### config.mk
export PLATFORM = sky130hd
export DESIGN_NAME = vga_scroll_animator_flat
export DESIGN_NICKNAME = d
export VERILOG_FILES = /design/src/rtl/vga_scroll_animator_pkg.sv /design/src/rtl/vga_scroll_animator_if.sv /design/src/rtl/vga_anim_accum_alu.sv /design/src/rtl/vga_scroll_animator.sv /design/src/flat_wrapper.sv
export SDC_FILE = /design/constraint.sdc
export NUM_CORES = 1
export LEC_CHECK = 0
export ABC_AREA = 1
export CAP_MARGIN = 20
export CELL_PAD_IN_SITES_DETAIL_PLACEMENT = 0
export CELL_PAD_IN_SITES_GLOBAL_PLACEMENT = 1
export CORE_MARGIN = 2
export CORE_UTILIZATION = 41
export DETAILED_ROUTE_END_ITERATION = 8
export PLACE_DENSITY_LB_ADDON = 0.1
export SYNTH_ARGS = -nofsm -noshare
export SYNTH_HDL_FRONTEND = slang
export SYNTH_SLANG_ARGS = --single-unit
### constraint.sdc
create_clock -name clk -period 3.25 [get_ports clk]
set_input_delay 0.65 -clock clk [delete_from_list [all_inputs] [get_ports clk]]
set_output_delay 0.65 -clock clk [all_outputs]
set_load 0.01 [all_outputs]
### src/rtl/vga_scroll_animator_pkg.sv
// rtl/vga_scroll_animator_pkg.sv - shared widths, FSM states and default velocity table
package vga_anim_pkg;

   localparam int FRAC_W     = 4;
   localparam int ACC_W      = 10 + FRAC_W;
   localparam int NUM_LAYERS = 5;
   localparam int NUM_ACC    = 2 * NUM_LAYERS;
   localparam int VEL_W      = 10;
   localparam int OFF_W      = 10 * NUM_LAYERS;

   typedef enum logic [1:0] {
      IDLE   = 2'd0,
      UPDATE = 2'd1,
      DONE   = 2'd2
   } state_e;

   typedef logic [ACC_W-1:0] acc_t;

   // Velocities are Q6.FRAC_W pixels per frame
   localparam logic [VEL_W-1:0] DEF_VX0 = 10'd256;
   localparam logic [VEL_W-1:0] DEF_VY0 = 10'd32;
   localparam logic [VEL_W-1:0] DEF_VX1 = 10'd112;
   localparam logic [VEL_W-1:0] DEF_VY1 = 10'd24;
   localparam logic [VEL_W-1:0] DEF_VX2 = 10'd64;
   localparam logic [VEL_W-1:0] DEF_VY2 = 10'd8;
   localparam logic [VEL_W-1:0] DEF_VX3 = 10'd32;
   localparam logic [VEL_W-1:0] DEF_VY3 = 10'd4;
   localparam logic [VEL_W-1:0] DEF_VX4 = 10'd8;
   localparam logic [VEL_W-1:0] DEF_VY4 = 10'd3;

endpackage

### src/rtl/vga_scroll_animator_if.sv
// rtl/vga_scroll_animator_if.sv - control inputs and offset outputs of the scroll animator
interface vga_scroll_animator_if;
   import vga_anim_pkg::*;

   logic             vsync;
   logic             pause;
   logic             dir;
   logic [1:0]       speed;
   logic             step;
   logic [OFF_W-1:0] off_x;
   logic [OFF_W-1:0] off_y;
   logic [9:0]       frame_count;
   logic             busy;

   modport master (
      output vsync, pause, dir, speed, step,
      input  off_x, off_y, frame_count, busy
   );

   modport slave (
      input  vsync, pause, dir, speed, step,
      output off_x, off_y, frame_count, busy
   );

endinterface

### src/rtl/vga_anim_accum_alu.sv
// rtl/vga_anim_accum_alu.sv - shared adder: acc +/- (vel << speed), wrapping at ACC_W bits
module vga_anim_accum_alu
   import vga_anim_pkg::*;
(
   input  logic [ACC_W-1:0] acc,
   input  logic [VEL_W-1:0] vel,
   input  logic [1:0]       speed,
   input  logic             dir,
   output logic [ACC_W-1:0] result
);

   logic [ACC_W-1:0] delta;

   always_comb begin
      delta  = acc_t'(vel) << speed;
      result = dir ? (acc - delta) : (acc + delta);
   end

endmodule

### src/rtl/vga_scroll_animator.sv
// rtl/vga_scroll_animator.sv - per-frame parallax scroll offset sequencer
// Optional single-step while paused: define VGA_SCROLL_STEP_EN.
module vga_scroll_animator
   import vga_anim_pkg::*;
#(
   parameter logic [VEL_W-1:0] VX0 = DEF_VX0,
   parameter logic [VEL_W-1:0] VY0 = DEF_VY0,
   parameter logic [VEL_W-1:0] VX1 = DEF_VX1,
   parameter logic [VEL_W-1:0] VY1 = DEF_VY1,
   parameter logic [VEL_W-1:0] VX2 = DEF_VX2,
   parameter logic [VEL_W-1:0] VY2 = DEF_VY2,
   parameter logic [VEL_W-1:0] VX3 = DEF_VX3,
   parameter logic [VEL_W-1:0] VY3 = DEF_VY3,
   parameter logic [VEL_W-1:0] VX4 = DEF_VX4,
   parameter logic [VEL_W-1:0] VY4 = DEF_VY4
)(
   input  logic                   clk,
   input  logic                   rst_n,
   vga_scroll_animator_if.slave   io
);

   localparam logic [1:0] S_IDLE   = IDLE;
   localparam logic [1:0] S_UPDATE = UPDATE;
   localparam logic [1:0] S_DONE   = DONE;
   localparam logic [3:0] LAST_IDX = 4'(NUM_ACC - 1);

   logic [1:0]       state;
   logic [3:0]       idx;
   acc_t             acc [NUM_ACC];
   logic             vsync_q;
   logic             tick;
   logic             step_pend;
   logic             advance;
   logic             busy;
   logic [9:0]       frame_count;
   logic [VEL_W-1:0] vel_sel;
   acc_t             acc_cur;
   acc_t             acc_next;
   logic [OFF_W-1:0] off_x;
   logic [OFF_W-1:0] off_y;

   assign tick    = io.vsync & ~vsync_q;
   assign advance = ~io.pause | step_pend;

   always_ff @(posedge clk) begin
      if (!rst_n) vsync_q <= 1'b0;
      else        vsync_q <= io.vsync;
   end

`ifdef VGA_SCROLL_STEP_EN
   logic step_q;
   logic consumed;

   // A new step edge wins over the clear, so a request arriving in DONE is kept
   always_ff @(posedge clk) begin
      if (!rst_n) begin
         step_q    <= 1'b0;
         step_pend <= 1'b0;
         consumed  <= 1'b0;
      end else begin
         step_q    <= io.step;
         step_pend <= (step_pend & ~((state == S_DONE) & consumed)) | (io.step & ~step_q);
         if (state == S_IDLE && tick && advance)
            consumed <= io.pause & step_pend;
      end
   end
`else
   logic unused_step;
   assign unused_step = io.step;
   assign step_pend   = 1'b0;
`endif

   // Order: X of layers 0..4, then Y of layers 0..4
   always_comb begin
      vel_sel = '0;
      case (idx)
         4'd0:    vel_sel = VX0;
         4'd1:    vel_sel = VX1;
         4'd2:    vel_sel = VX2;
         4'd3:    vel_sel = VX3;
         4'd4:    vel_sel = VX4;
         4'd5:    vel_sel = VY0;
         4'd6:    vel_sel = VY1;
         4'd7:    vel_sel = VY2;
         4'd8:    vel_sel = VY3;
         4'd9:    vel_sel = VY4;
         default: vel_sel = '0;
      endcase
   end

   assign acc_cur = acc[idx];

   vga_anim_accum_alu u_alu (
      .acc    (acc_cur),
      .vel    (vel_sel),
      .speed  (io.speed),
      .dir    (io.dir),
      .result (acc_next)
   );

   // busy drops with the last write so it spans exactly the ten update cycles
   always_ff @(posedge clk) begin
      if (!rst_n) begin
         state       <= S_IDLE;
         idx         <= '0;
         busy        <= 1'b0;
         frame_count <= '0;
         for (int i = 0; i < NUM_ACC; i++) acc[i] <= '0;
      end else begin
         case (state)
            S_IDLE: begin
               if (tick && advance) begin
                  state <= S_UPDATE;
                  idx   <= '0;
                  busy  <= 1'b1;
               end
            end
            S_UPDATE: begin
               acc[idx] <= acc_next;
               if (idx == LAST_IDX) begin
                  state <= S_DONE;
                  busy  <= 1'b0;
               end else begin
                  idx <= idx + 4'd1;
               end
            end
            S_DONE: begin
               frame_count <= frame_count + 10'd1;
               busy        <= 1'b0;
               state       <= S_IDLE;
            end
            default: state <= S_IDLE;
         endcase
      end
   end

   always_comb begin
      off_x = '0;
      off_y = '0;
      for (int l = 0; l < NUM_LAYERS; l++) begin
         off_x[l*10 +: 10] = acc[l][ACC_W-1:FRAC_W];
         off_y[l*10 +: 10] = acc[l+NUM_LAYERS][ACC_W-1:FRAC_W];
      end
   end

   assign io.off_x       = off_x;
   assign io.off_y       = off_y;
   assign io.frame_count = frame_count;
   assign io.busy        = busy;

endmodule
### src/flat_wrapper.sv
// flat-port wrapper written by rule: the top's interface ports become plain ports
module vga_scroll_animator_flat import vga_anim_pkg::*;
#(
   parameter logic [VEL_W-1:0] VX0 = DEF_VX0,
   parameter logic [VEL_W-1:0] VY0 = DEF_VY0,
   parameter logic [VEL_W-1:0] VX1 = DEF_VX1,
   parameter logic [VEL_W-1:0] VY1 = DEF_VY1,
   parameter logic [VEL_W-1:0] VX2 = DEF_VX2,
   parameter logic [VEL_W-1:0] VY2 = DEF_VY2,
   parameter logic [VEL_W-1:0] VX3 = DEF_VX3,
   parameter logic [VEL_W-1:0] VY3 = DEF_VY3,
   parameter logic [VEL_W-1:0] VX4 = DEF_VX4,
   parameter logic [VEL_W-1:0] VY4 = DEF_VY4
)
  (clk, rst_n, io_vsync, io_pause, io_dir, io_speed, io_step, io_off_x, io_off_y, io_frame_count, io_busy);
  vga_scroll_animator_if io_i ();
  input  logic clk;
  input  logic rst_n;
  input wire logic [$bits(io_i.vsync)-1:0] io_vsync;
  input wire logic [$bits(io_i.pause)-1:0] io_pause;
  input wire logic [$bits(io_i.dir)-1:0] io_dir;
  input wire logic [$bits(io_i.speed)-1:0] io_speed;
  input wire logic [$bits(io_i.step)-1:0] io_step;
  output wire logic [$bits(io_i.off_x)-1:0] io_off_x;
  output wire logic [$bits(io_i.off_y)-1:0] io_off_y;
  output wire logic [$bits(io_i.frame_count)-1:0] io_frame_count;
  output wire logic [$bits(io_i.busy)-1:0] io_busy;
  assign io_i.vsync = io_vsync;
  assign io_i.pause = io_pause;
  assign io_i.dir = io_dir;
  assign io_i.speed = io_speed;
  assign io_i.step = io_step;
  assign io_off_x = io_i.off_x;
  assign io_off_y = io_i.off_y;
  assign io_frame_count = io_i.frame_count;
  assign io_busy = io_i.busy;
  vga_scroll_animator #(.VX0(VX0), .VY0(VY0), .VX1(VX1), .VY1(VY1), .VX2(VX2), .VY2(VY2), .VX3(VX3), .VY3(VY3), .VX4(VX4), .VY4(VY4)) u_core (.clk(clk), .rst_n(rst_n), .io(io_i));
endmodule
==> summary.md <==
| Metric | Value |
|---|---|
| Placed Instances | `between 1,500 and 2,000` |
| Unrepaired setup endpoints after global routing | `yes` |
| Asr flop ratio synth | `0` |
| Critical Path AT | `about 3.6 ns` |
| Core ar. | `approximately 30,000 um2` |
| Setup WS post-layout | `0.0880 ns` |
| Synth top area cells | `edfxtp_1, nor2_1, buf_4` |
| N_diodes | `0` |
| Clk_skew | `roughly 0.017 ns` |
| Path depth of the worst reg2reg path | `18` |
| Top Metal Used | `met4` |
| Post-synth top area cell | `edfxtp_1` |
| Synthesized flop and latch total | `253` |
| Worst reg-to-reg setup slack | `slightly below 0.09 ns` |
| Final std cells w/o fill | `1,827` |
| Total die area | `around 32,000 um2` |
| Endpoint type of the worst setup path | `register` |
| Status | `finished clean` |
| Hold Crit Class | `reg2reg` |
| Synthesized area | `approximately 13,000 um2` |
| WHS Path Cells | `2` |
| Post-synthesis cell count | `1,265` |
| P_leak | `5.99 nW` |
| Fraction of layout cells with a size suffix above 1 | `0.218` |
| Max clock buf depth | `3` |
| Final setup fails | `0` |
| Post-synth top cells | `nor2_1, edfxtp_1, nand2_1, o21ai_0, buf_4` |
| Clock transition at the registers of the reported paths | `around 0.060 ns` |
| Crit-path max FO | `9` |
| Synth Flop Type | `edfxtp_1` |
| Post-CTS Hold Buffers | `0` |
| Startpoint Class | `register` |
| Area delta synth->final | `26.4%` |
| Worst setup path category | `reg2reg` |
| Root Driver | `clkbuf_16` |
| First-pass GRT wire length | `~54 mm` |
| Std cell rows | `64` |
| Initial Utilization | `0.413` |
| H-tree levels | `1` |
| Worst Max-Slew Pin Slew | `just under 0.5 ns` |
| # DRC | `0` |
| Place WS | `-0.680 ns` |
| Post-route ant nets | `0` |
| PwrDens | `about 730 nW/um2` |
| EDFF count, synth | `224` |
| Number of port buffers | `~120` |
| DR vias/cell | `approximately 5.2` |
| Max-cap violations | `0` |
| Yosys warning count | `0` |
| Metal2 WL | `about 17 mm` |
| Synth Area per Inst | `a little under 10 um2` |
| DIE WIDTH | `179 um` |
| VDD IR max | `0.361 mV` |
| GP Congestion | `0.836` |
| Initial DRC count | `a little over 700` |
| Vias in the first global route | `between 9,000 and 10,000` |
| Final hold vios | `0` |
| Syn nets | `1,298` |
| Nets | `approximately 1,400` |
| CTS tree | `yes` |
| DIE HEIGHT | `between 150 and 200 um` |
| Crit share post-route | `0.973` |
| GRT Util Overall | `0.226` |
| Post-route minimum period | `roughly 3.2 ns` |
| Initial antenna violation count | `0` |
| Cts bufs inserted | `29` |
| Drt pass-1 iters | `5` |
| Post-route met1 wirelength | `16.1 mm` |
| DP HPWL | `24.9 mm` |
| Total global routing overflow | `0` |
| Max_slew headroom | `0.675` |
| Worst-Skew Late Latency | `around 0.57 ns` |
| Total number of vias | `9,477` |
| Fmax | `about 320 MHz` |
| WL met3 | `slightly below 2 mm` |
| Post-DR wirelength/cell | `approximately 20 um` |
| Top-count cell post-synth | `nor2_1` |
| Ports | `between 100 and 150` |
| Clk sinks | `253` |
| Slew Viols, Final | `0` |
| Largest net degree at the start of global routing | `31` |
| Top-area cell type share of the netlist area | `0.536` |
| Final Routed Wirelength | `36.4 mm` |
| Critical Path RT | `~3.7 ns` |
| Post-synthesis sequential area ratio | `0.582` |
| Netlist cell types | `42` |
-- layout make-up --
class | instances | area [um2]
multi-input cells | 778 | 4240
fillers | 2821 | 14500
repair buffers | 272 | 2530
well taps | 396 | 495
flip-flops and latches | 253 | 7310
clock inverters | 18 | 219
clock buffers | 36 | 752
inverters | 74 | 307
-- path summary, 6_finish.rpt --
check / start / end
worst min-delay path: u_core.io.frame_count[6] / u_core.io.frame_count[6]
worst max register to register: register / u_core.acc[4][13]
worst min register to register: u_core.io.frame_count[6] / u_core.io.frame_count[6]
worst max-delay path: register / u_core.acc[4][13]
-- routing by layer --
| metal | vias to the layer above | global-route usage |
|---|---|---|
| met5 | - | 0 |
| met4 | 0 | 0.0633 |
| met3 | 49 | 0.0265 |
| met2 | 275 | 0.371 |
| met1 | 4614 | 0.316 |
| li1 | 4539 | - |
-- kinds of logic after synthesis --
group | synth area share
buffers and inverters | 0.103
XOR/XNOR | 0.0117
flip-flops | 0.582
AO/OA/AOI/OAI | 0.102
adder cells (fa/ha/maj) | 0.0255
AND/OR/NAND/NOR | 0.176
-- cells in the final DEF (no fill, tap or decap), types with 4 or more instances in the layout --
cell / n
nand2_2: 19
o21ai_2: 5
nand2_1: 128
nor3_2: 4
o21ai_1: 10
edfxtp_1: 224
nor3_1: 10
inv_1: 51
clkinv_1: 7
o211ai_1: 11
clkbuf_16: 31
inv_2: 13
a21oi_1: 12
clkbuf_1: 7
buf_12: 10
buf_4: 134
ha_4: 6
o221ai_1: 39
nand3_1: 50
o22ai_1: 10
dfxtp_1: 27
xor2_1: 11
a21oi_2: 5
clkdlybuf4s50_1: 115
buf_6: 8
bufinv_16: 4
clkinvlp_4: 4
ha_1: 17
nand3_2: 7
nand3b_1: 4
nor2_1: 272
o21ai_0: 105
clkinv_2: 6
nor2_2: 23
-- where the power goes --
group	total, mW	internal, mW	switching [mW]
combinational	4.28	1.86	2.42
sequential	3.96	3.81	0.142
clock	3.31	1.97	1.34
total	11.5	7.64	3.90
-- worst max-delay path, stage by stage (launching register included) --
cell and delay, ns:
dfxtp_4 0.43, buf_6 0.16, buf_12 0.12, buf_4 0.15, o21ai_0 0.09, o221ai_1 0.19
nand3_1 0.18, nand2_1 0.19, ha_4 0.23, a21oi_2 0.19, nor2_2 0.07, o21ai_1 0.20
nand3_2 0.13, nor2_4 0.15, inv_1 0.06, nand3_2 0.09, nand3_4 0.13, clkbuf_16 0.19
nor2_2 0.07
-- per-stage QoR --
| step | total power, mW | hold WS [ns] | setup TNS [ns] | instance area [um2] | util |
|---|---|---|---|---|---|
| floorplan | 6.17 | 0.490 | 0 | 12600 | - |
| global placement | 7.71 | 0.494 | -78.58 | 14400 | 0.474 |
| detailed placement | 7.73 | 0.496 | -82.04 | 14400 | 0.474 |
| CTS | 11.2 | 0.512 | 0 | 15500 | 0.510 |
| global route | 12.2 | 0.549 | -0.910 | 15900 | 0.523 |
| finish | 11.5 | 0.510 | 0 | 15900 | 0.523 |
-- state kept, by name, summed over array words and instances, names as in the netlist, named ones only --
signal / count
u_core.acc: 224
u_core.io.frame_count: 10
u_core.vel_sel: 7
u_core.idx: 4
u_core.state: 2
u_core.io.busy: 1
u_core.vsync_q: 1
-- timing repair --
action                     in CTS  in global routing
gates cloned                    0                  2
hold endpoints to repair        0                  0
setup endpoints to repair      82                153
setup buffers                  10                  8
pin swaps                      11                 35
resized for setup              15                 73
Power figures use the tool's default switching activity.
